`src/rtl/loop_ctrl_pkg.sv`:
```
//============================================================================
// loop_ctrl_pkg : shared constants and loop-stack entry type  (rev 1.0)
//============================================================================
`default_nettype none

package loop_ctrl_pkg;

  localparam int         OPC_W      = 7;
  localparam logic [6:0] LCG_OPCODE = 7'b0000100;

  localparam int LC_INSTR_W = 16;
  localparam int LC_PC_W    = 8;
  localparam int LC_LEN_W   = 4;
  localparam int LC_COUNT_W = LC_INSTR_W - OPC_W - LC_LEN_W;

  localparam int LEN_LSB = OPC_W;
  localparam int CNT_LSB = OPC_W + LC_LEN_W;

  typedef struct packed {
    logic [LC_PC_W-1:0]    start_pc;
    logic [LC_PC_W-1:0]    end_pc;
    logic [LC_COUNT_W-1:0] rem;
`ifdef LOOP_CTRL_COND_MODE_EN
    logic                  cmode;
`endif
  } loop_entry_t;

endpackage

`default_nettype wire

```
`src/rtl/loop_ctrl_stack.sv`:
```
//============================================================================
// loop_ctrl_stack : LIFO of loop entries with push, pop and top rewrite (rev 1.0)
//============================================================================
`default_nettype none

module loop_ctrl_stack
  import loop_ctrl_pkg::*;
#(
  parameter int DEPTH = 4
) (
  input  logic                         clk,
  input  logic                         rst_n,
  input  logic                         push_i,
  input  logic                         pop_i,
  input  logic                         top_wr_i,
  input  loop_entry_t                  push_entry_i,
  input  loop_entry_t                  top_entry_i,
  output loop_entry_t                  top_o,
  output logic [$clog2(DEPTH+1)-1:0]   count_o,
  output logic                         full_o,
  output logic                         empty_o
);

  localparam int CNT_W = $clog2(DEPTH + 1);
  localparam int IDX_W = (DEPTH > 1) ? $clog2(DEPTH) : 1;

  loop_entry_t      entries_q [DEPTH];
  logic [CNT_W-1:0] count_q;
  logic [CNT_W-1:0] count_d;
  logic [IDX_W-1:0] w_top_idx;
  logic [IDX_W-1:0] w_push_idx;

  assign empty_o    = (count_q == '0);
  assign full_o     = (count_q == CNT_W'(DEPTH));
  assign w_top_idx  = IDX_W'(count_q - CNT_W'(1));
  assign w_push_idx = IDX_W'(count_q);
  // An empty stack reads as all-zero so loop_iter naturally reports 0.
  assign top_o      = empty_o ? '0 : entries_q[w_top_idx];
  assign count_o    = count_q;

  always_comb begin
    count_d = count_q;
    if (push_i && !full_o) begin
      count_d = count_q + CNT_W'(1);
    end else if (pop_i && !empty_o) begin
      count_d = count_q - CNT_W'(1);
    end
  end

  always_ff @(posedge clk or negedge rst_n) begin
    if (!rst_n) begin
      count_q <= '0;
      for (int i = 0; i < DEPTH; i++) begin
        entries_q[i] <= '0;
      end
    end else begin
      count_q <= count_d;
      if (push_i && !full_o) begin
        entries_q[w_push_idx] <= push_entry_i;
      end else if (top_wr_i && !empty_o) begin
        entries_q[w_top_idx] <= top_entry_i;
      end
    end
  end

endmodule

`default_nettype wire

```
`src/rtl/loop_ctrl.sv`:
```
//============================================================================
// loop_ctrl : hardware-loop controller (LCG decode, end evaluation, replay/redirect).
// Optional condition mode: LOOP_CTRL_COND_MODE_EN                       (rev 1.0)
//============================================================================
`default_nettype none

module loop_ctrl
  import loop_ctrl_pkg::*;
#(
  parameter int INSTR_W = LC_INSTR_W,
  parameter int PC_W    = LC_PC_W,
  parameter int LEN_W   = LC_LEN_W,
  parameter int DEPTH   = 4
) (
  input  logic                              clk,
  input  logic                              rst_n,
  input  logic                              instr_valid,
  input  logic [INSTR_W-1:0]                instr,
  input  logic [PC_W-1:0]                   pc,
  input  logic                              loop_cond,
  output logic                              sel,
  output logic                              redirect,
  output logic [PC_W-1:0]                   redirect_pc,
  output logic [$clog2(DEPTH+1)-1:0]        loop_depth,
  output logic [INSTR_W-OPC_W-LEN_W-1:0]    loop_iter,
  output logic                              err
);

  localparam int COUNT_W = INSTR_W - OPC_W - LEN_W;

  logic [LEN_W-1:0]           w_len;
  logic [COUNT_W-1:0]         w_cnt;
  loop_entry_t                w_top;
  loop_entry_t                w_new;
  loop_entry_t                w_top_upd;
  logic [$clog2(DEPTH+1)-1:0] w_count;
  logic w_full, w_empty, w_is_lcg, w_end_hit, w_cmode_top;
  logic w_continue, w_push, w_pop, w_top_wr;

  logic            sel_q, sel_d;
  logic            redirect_q, redirect_d;
  logic            err_q, err_d;
  logic [PC_W-1:0] rpc_q, rpc_d;

  assign w_len    = instr[LEN_LSB +: LEN_W];
  assign w_cnt    = instr[INSTR_W-1 -: COUNT_W];
  assign w_is_lcg = instr_valid && (instr[OPC_W-1:0] == LCG_OPCODE);

  always_comb begin
    w_new          = '0;
    w_new.start_pc = pc + PC_W'(1);
    w_new.end_pc   = pc + PC_W'(1) + PC_W'(w_len);
`ifdef LOOP_CTRL_COND_MODE_EN
    w_new.rem      = w_cnt;
    w_new.cmode    = (w_cnt == '0);
`else
    w_new.rem      = (w_cnt == '0) ? COUNT_W'(1) : w_cnt;
`endif
  end

`ifdef LOOP_CTRL_COND_MODE_EN
  assign w_cmode_top = w_top.cmode;
`else
  assign w_cmode_top = 1'b0;
`endif

  // Only the innermost loop is evaluated, even if an outer body ends on the same PC.
  assign w_end_hit  = instr_valid && !w_empty && (pc == w_top.end_pc);
  assign w_continue = w_end_hit && !loop_cond &&
                      (w_cmode_top || (w_top.rem > COUNT_W'(1)));
  assign w_pop      = w_end_hit && !w_continue;
  assign w_top_wr   = w_continue && !w_cmode_top;
  // An LCG sitting on the current body end is rejected; end evaluation still runs.
  assign w_push     = w_is_lcg && !w_full && !w_end_hit;

  always_comb begin
    w_top_upd     = w_top;
    w_top_upd.rem = w_top.rem - COUNT_W'(1);
  end

  loop_ctrl_stack #(
    .DEPTH (DEPTH)
  ) u_stack (
    .clk          (clk),
    .rst_n        (rst_n),
    .push_i       (w_push),
    .pop_i        (w_pop),
    .top_wr_i     (w_top_wr),
    .push_entry_i (w_new),
    .top_entry_i  (w_top_upd),
    .top_o        (w_top),
    .count_o      (w_count),
    .full_o       (w_full),
    .empty_o      (w_empty)
  );

  // Single-instruction bodies have start_pc == end_pc and are replayed from IR.
  assign sel_d      = w_continue && (w_top.start_pc == w_top.end_pc);
  assign redirect_d = w_continue && (w_top.start_pc != w_top.end_pc);
  assign rpc_d      = redirect_d ? w_top.start_pc : rpc_q;
  assign err_d      = err_q | (w_is_lcg && (w_full || w_end_hit));

  always_ff @(posedge clk or negedge rst_n) begin
    if (!rst_n) begin
      sel_q      <= 1'b0;
      redirect_q <= 1'b0;
      rpc_q      <= '0;
      err_q      <= 1'b0;
    end else begin
      sel_q      <= sel_d;
      redirect_q <= redirect_d;
      rpc_q      <= rpc_d;
      err_q      <= err_d;
    end
  end

  assign sel         = sel_q;
  assign redirect    = redirect_q;
  assign redirect_pc = rpc_q;
  assign err         = err_q;
  assign loop_depth  = w_count;
  assign loop_iter   = w_top.rem;

endmodule

`default_nettype wire

```
`config.mk`:
```
export PLATFORM = sky130hd
export DESIGN_NAME = loop_ctrl
export DESIGN_NICKNAME = d
export VERILOG_FILES = /design/src/rtl/loop_ctrl_pkg.sv /design/src/rtl/loop_ctrl_stack.sv /design/src/rtl/loop_ctrl.sv
export SDC_FILE = /design/constraint.sdc
export NUM_CORES = 1
export LEC_CHECK = 0
export CAP_MARGIN = 20
export CORE_UTILIZATION = 54
export DETAILED_ROUTE_END_ITERATION = 10
export GPL_TIMING_DRIVEN = 0
export PLACE_DENSITY_LB_ADDON = 0.12
export SLEW_MARGIN = 15
export SYNTH_ARGS = -nofsm -noshare
export SYNTH_HDL_FRONTEND = slang
export SYNTH_SLANG_ARGS = --single-unit
export TNS_END_PERCENT = 20
```
`constraint.sdc`:
```
create_clock -name clk -period 3.4 [get_ports clk]
set_input_delay 0.68 -clock clk [delete_from_list [all_inputs] [get_ports clk]]
set_output_delay 0.68 -clock clk [all_outputs]
set_load 0.005 [all_outputs]
```
==> impl_metrics.yaml <==
synthesis:
  avgSynthCellArea_um2: 10.4
  yosysMostFrequentCell: "nand2_1"
  synthArstFlopShare_pct: 100
  yosysSeqAreaShare_pct: 37.3
  synth_edf_count: 0
  yosys-top-cells-area: "dfrtp_1 (37%), mux2_1 (11%), mux2i_1 (9.6%)"
  synth.net_count: 671
  synth_area_leader_cell: "dfrtp_1"
  synth-seq-cells: 98
  yosys-top-cells-count: "nand2_1 (129), dfrtp_1 (98), mux2_1 (66)"
  netlist_area_mm2: 0.00657
  yosys_warnings: 0
  yosysTopAreaCellShare_pct: 37.3
  synth_cell_type_count: 49
  syn_inst: 629
  synth_ff_type: "dfrtp_1"
critical_path:
  regToRegEndpoint: "u_stack.entries_q[67]$_DFFE_PN0P_"
  cp-end-kind: "flop"
  path_cells: "buf_6 -> buf_12 -> clkinvlp_4 -> ha_4 -> buf_6 -> mux4_2 -> xnor2_1 -> nand3_1 -> a31oi_4 -> a31oi_4 -> buf_6 -> a22oi_2 -> buf_4 -> buf_8 -> mux2_4"
  path_class: "reg -> reg"
  startpoint: "u_stack.count_o[0]$_DFFE_PN0P_"
  start_kind: "flop"
  cp_max_fo: 6
  worst_path_largest_cell_delay_ns: 0.40
  cpMaxStageDelayCell: "mux4_2"
  worstPathArrival_ns: 3.78
  crit_required_ns: 3.64
  crit_end: "u_stack.entries_q[67]$_DFFE_PN0P_"
  worst-r2r-cell-count: 15
  r2r_setup_slack_ns: -0.14
  crit_top_cell: "buf_6"
  r2r_start: "u_stack.count_o[0]$_DFFE_PN0P_"
sta:
  finalSetupViolCount: 83
  min_period_over_period_pct: 104
  worst_pin_slew_ns: 0.825
  hold_viol: 0
  fmax_mhz: 283
  period_needed_ns: 3.54
  rsz0062_at_grt: "yes"
  setup_tns_ns: -5.90
  slew_violations: 0
  hold_ws_ns: 0.236
  setup_slack_ns: -0.135
  fin_skew_ns: 0.0110
  max_slew_margin_pct: 45.0
grt:
  antenna_found_initial: 0
  grt_max_degree: 57
  grt_overflow: 0
  grt_pass1_wl_mm: 32.8
  track_usage_pct: 35.4
  grt_pass1_vias: 5670
pwr:
  clockPowerShare_pct: 38.9
  p_int_mw: 2.07
  p_comb_share_pct: 21.0
  pwr-share-seq_pct: 40.1
  total_switching_power_mw: 0.864
  p_leak_nw: 3.80
  sw_frac_of_total_pct: 29.5
  ir_worst_vdd_mv: 0.311
  power.density_mw_per_mm2: 353
die:
  core_region_area_mm2: 0.0116
  die_w_um: 112
  die_height_um: 112
  fp-row-count: 39
  dieArea_mm2: 0.0126
  start_util_pct: 56.6
  io_pins: 47
clocking:
  root_buffer: "clkbuf_16"
  cts_hold_buf: 0
  cts_tree: "done"
  clock_latency_ns: 0.36
  clockBufferDepth: 2
  numCtsBuffers: 9
  path_clk_slew_ns: 0.07
  ctsHtreeMaxLevel: 3
  cts.sinks: 98
detailed_routing:
  ant_nets: 0
  via_per_inst: 6.55
  drtPass1Iterations: 8
  wl_per_cell_um: 25.9
  totalWireLength_mm: 22.4
  route.detailed.drc: 1
  vias: 5666
  dr.first_iter.drc_count: 614
min_path:
  hp-class: "in -> async"
outcome:
  status: "finished with violations"
  violations: "design-rule violations, negative setup slack"
placed_design:
  dp_hpwl_mm: 14.1
  pre_cts_slack_ns: -1.08
  dpl-instance-area_mm2: 0.00725
  io_buffers: 43
  gp_congestion: 0.934
final_layout:
  layout-drive-gt1-share_pct: 24.5
  syn2layout_area_growth_pct: 26.3
  nets: 759
  num_antenna_cells: 0
  final_area_mm2: 0.00830
job:
  max-cap-violations: 0
==> what timing repair did <==
item / CTS / global route
pin swaps: 6 / 10
gates cloned: 3 / 2
setup buffers: 17 / 13
endpoints found under the setup margin: 102 / 95
resized for setup: 50 / 81
==> state kept, by name, summed over array words and instances, names as in the netlist <==
| name | cells |
|---|---|
| u_stack.entries_q | 84 |
| redirect_pc | 8 |
| u_stack.count_o | 3 |
| err | 1 |
| redirect | 1 |
| sel | 1 |
==> worst min path at each step <==
stage,slack (ns),depth (start not counted),to
2_1_floorplan,0.38,0,err$_DFF_PN0_
3_3_place_gp,0.47,1,err$_DFF_PN0_
3_5_place_dp,0.47,1,err$_DFF_PN0_
4_1_cts,0.25,1,u_stack.entries_q[35]$_DFFE_PN0P_
5_1_grt,0.27,1,u_stack.entries_q[77]$_DFFE_PN0P_
6_report,0.24,1,u_stack.entries_q[77]$_DFFE_PN0P_
==> layout make-up <==
class	count	area (um2)
Buffer	48	424
Timing Repair Buffer	79	777
Clock inverter	7	101
Clock buffer	9	225
Inverter	20	78.8
Fill cell	837	3320
Sequential cell	98	2450
Multi-Input combinational cell	461	4060
Tap cell	143	179
==> kinds of logic after synthesis <==
group           share of synthesized area, %
simple gates                            15.1
mux                                     29.0
flops                                   37.3
buf+inv                                 5.37
compound gates                          7.29
xor+xnor                                3.20
fa+ha+maj                               2.78
==> worst max-delay path: cells and delay by family, from the launching register on <==
family,cells,cell delay (ns)
compound gates,3,0.65
mux,2,0.70
simple gates,1,0.16
flops,1,0.36
buf+inv,7,0.96
xor+xnor,1,0.25
fa+ha+maj,1,0.33
==> metrics by stage <==
step	util, %	std cells	power, mW
CTS	68.2	851	2.87
detailed placement	62.4	816	1.68
finish	71.4	865	2.93
global route	71.4	865	3.00
global placement	62.2	815	1.67
floorplan	-	629	1.48
==> routing by layer <==
layer | up-vias | share of wire [%] | track usage (%) | wire length (um)
met5 | - | 0 | 0 | 0
met3 | 87 | 11 | 10.3 | 2390
met4 | 0 | 4.5 | 18.2 | 1000
met1 | 2806 | 40 | 45.6 | 8880
li1 | 2414 | - | - | -
met2 | 359 | 45 | 54.4 | 10100
==> layout by cell type, fill, tap and decap left out, drive strengths merged, types with 3 or more instances in the layout <==
master and instances:
o21ai 7, a22oi 6, clkbuf 33, a21o 5
nand2b 4, a21oi 4, a221o 22, mux4 21
xor2 6, mux2 71, and4 3, nand2 129
and3 20, nand3 15, inv 21, mux2i 63
dfrtp 98, nor2 5, xnor2 18, ha 13
and2 18, clkdlybuf4s50 40, nor2b 5, clkinvlp 3
nand4 6, buf 61
==> power by group through the flow <==
stage / clock (mW) / sequential, mW / combinational (mW)
after floorplan: 0 / 1.20 / 0.281
after global placement: 0 / 1.20 / 0.470
after detailed placement: 0 / 1.20 / 0.481
after CTS: 1.15 / 1.17 / 0.548
after global routing: 1.19 / 1.17 / 0.641
final: 1.14 / 1.17 / 0.615
(Power assumes the default switching activity.)
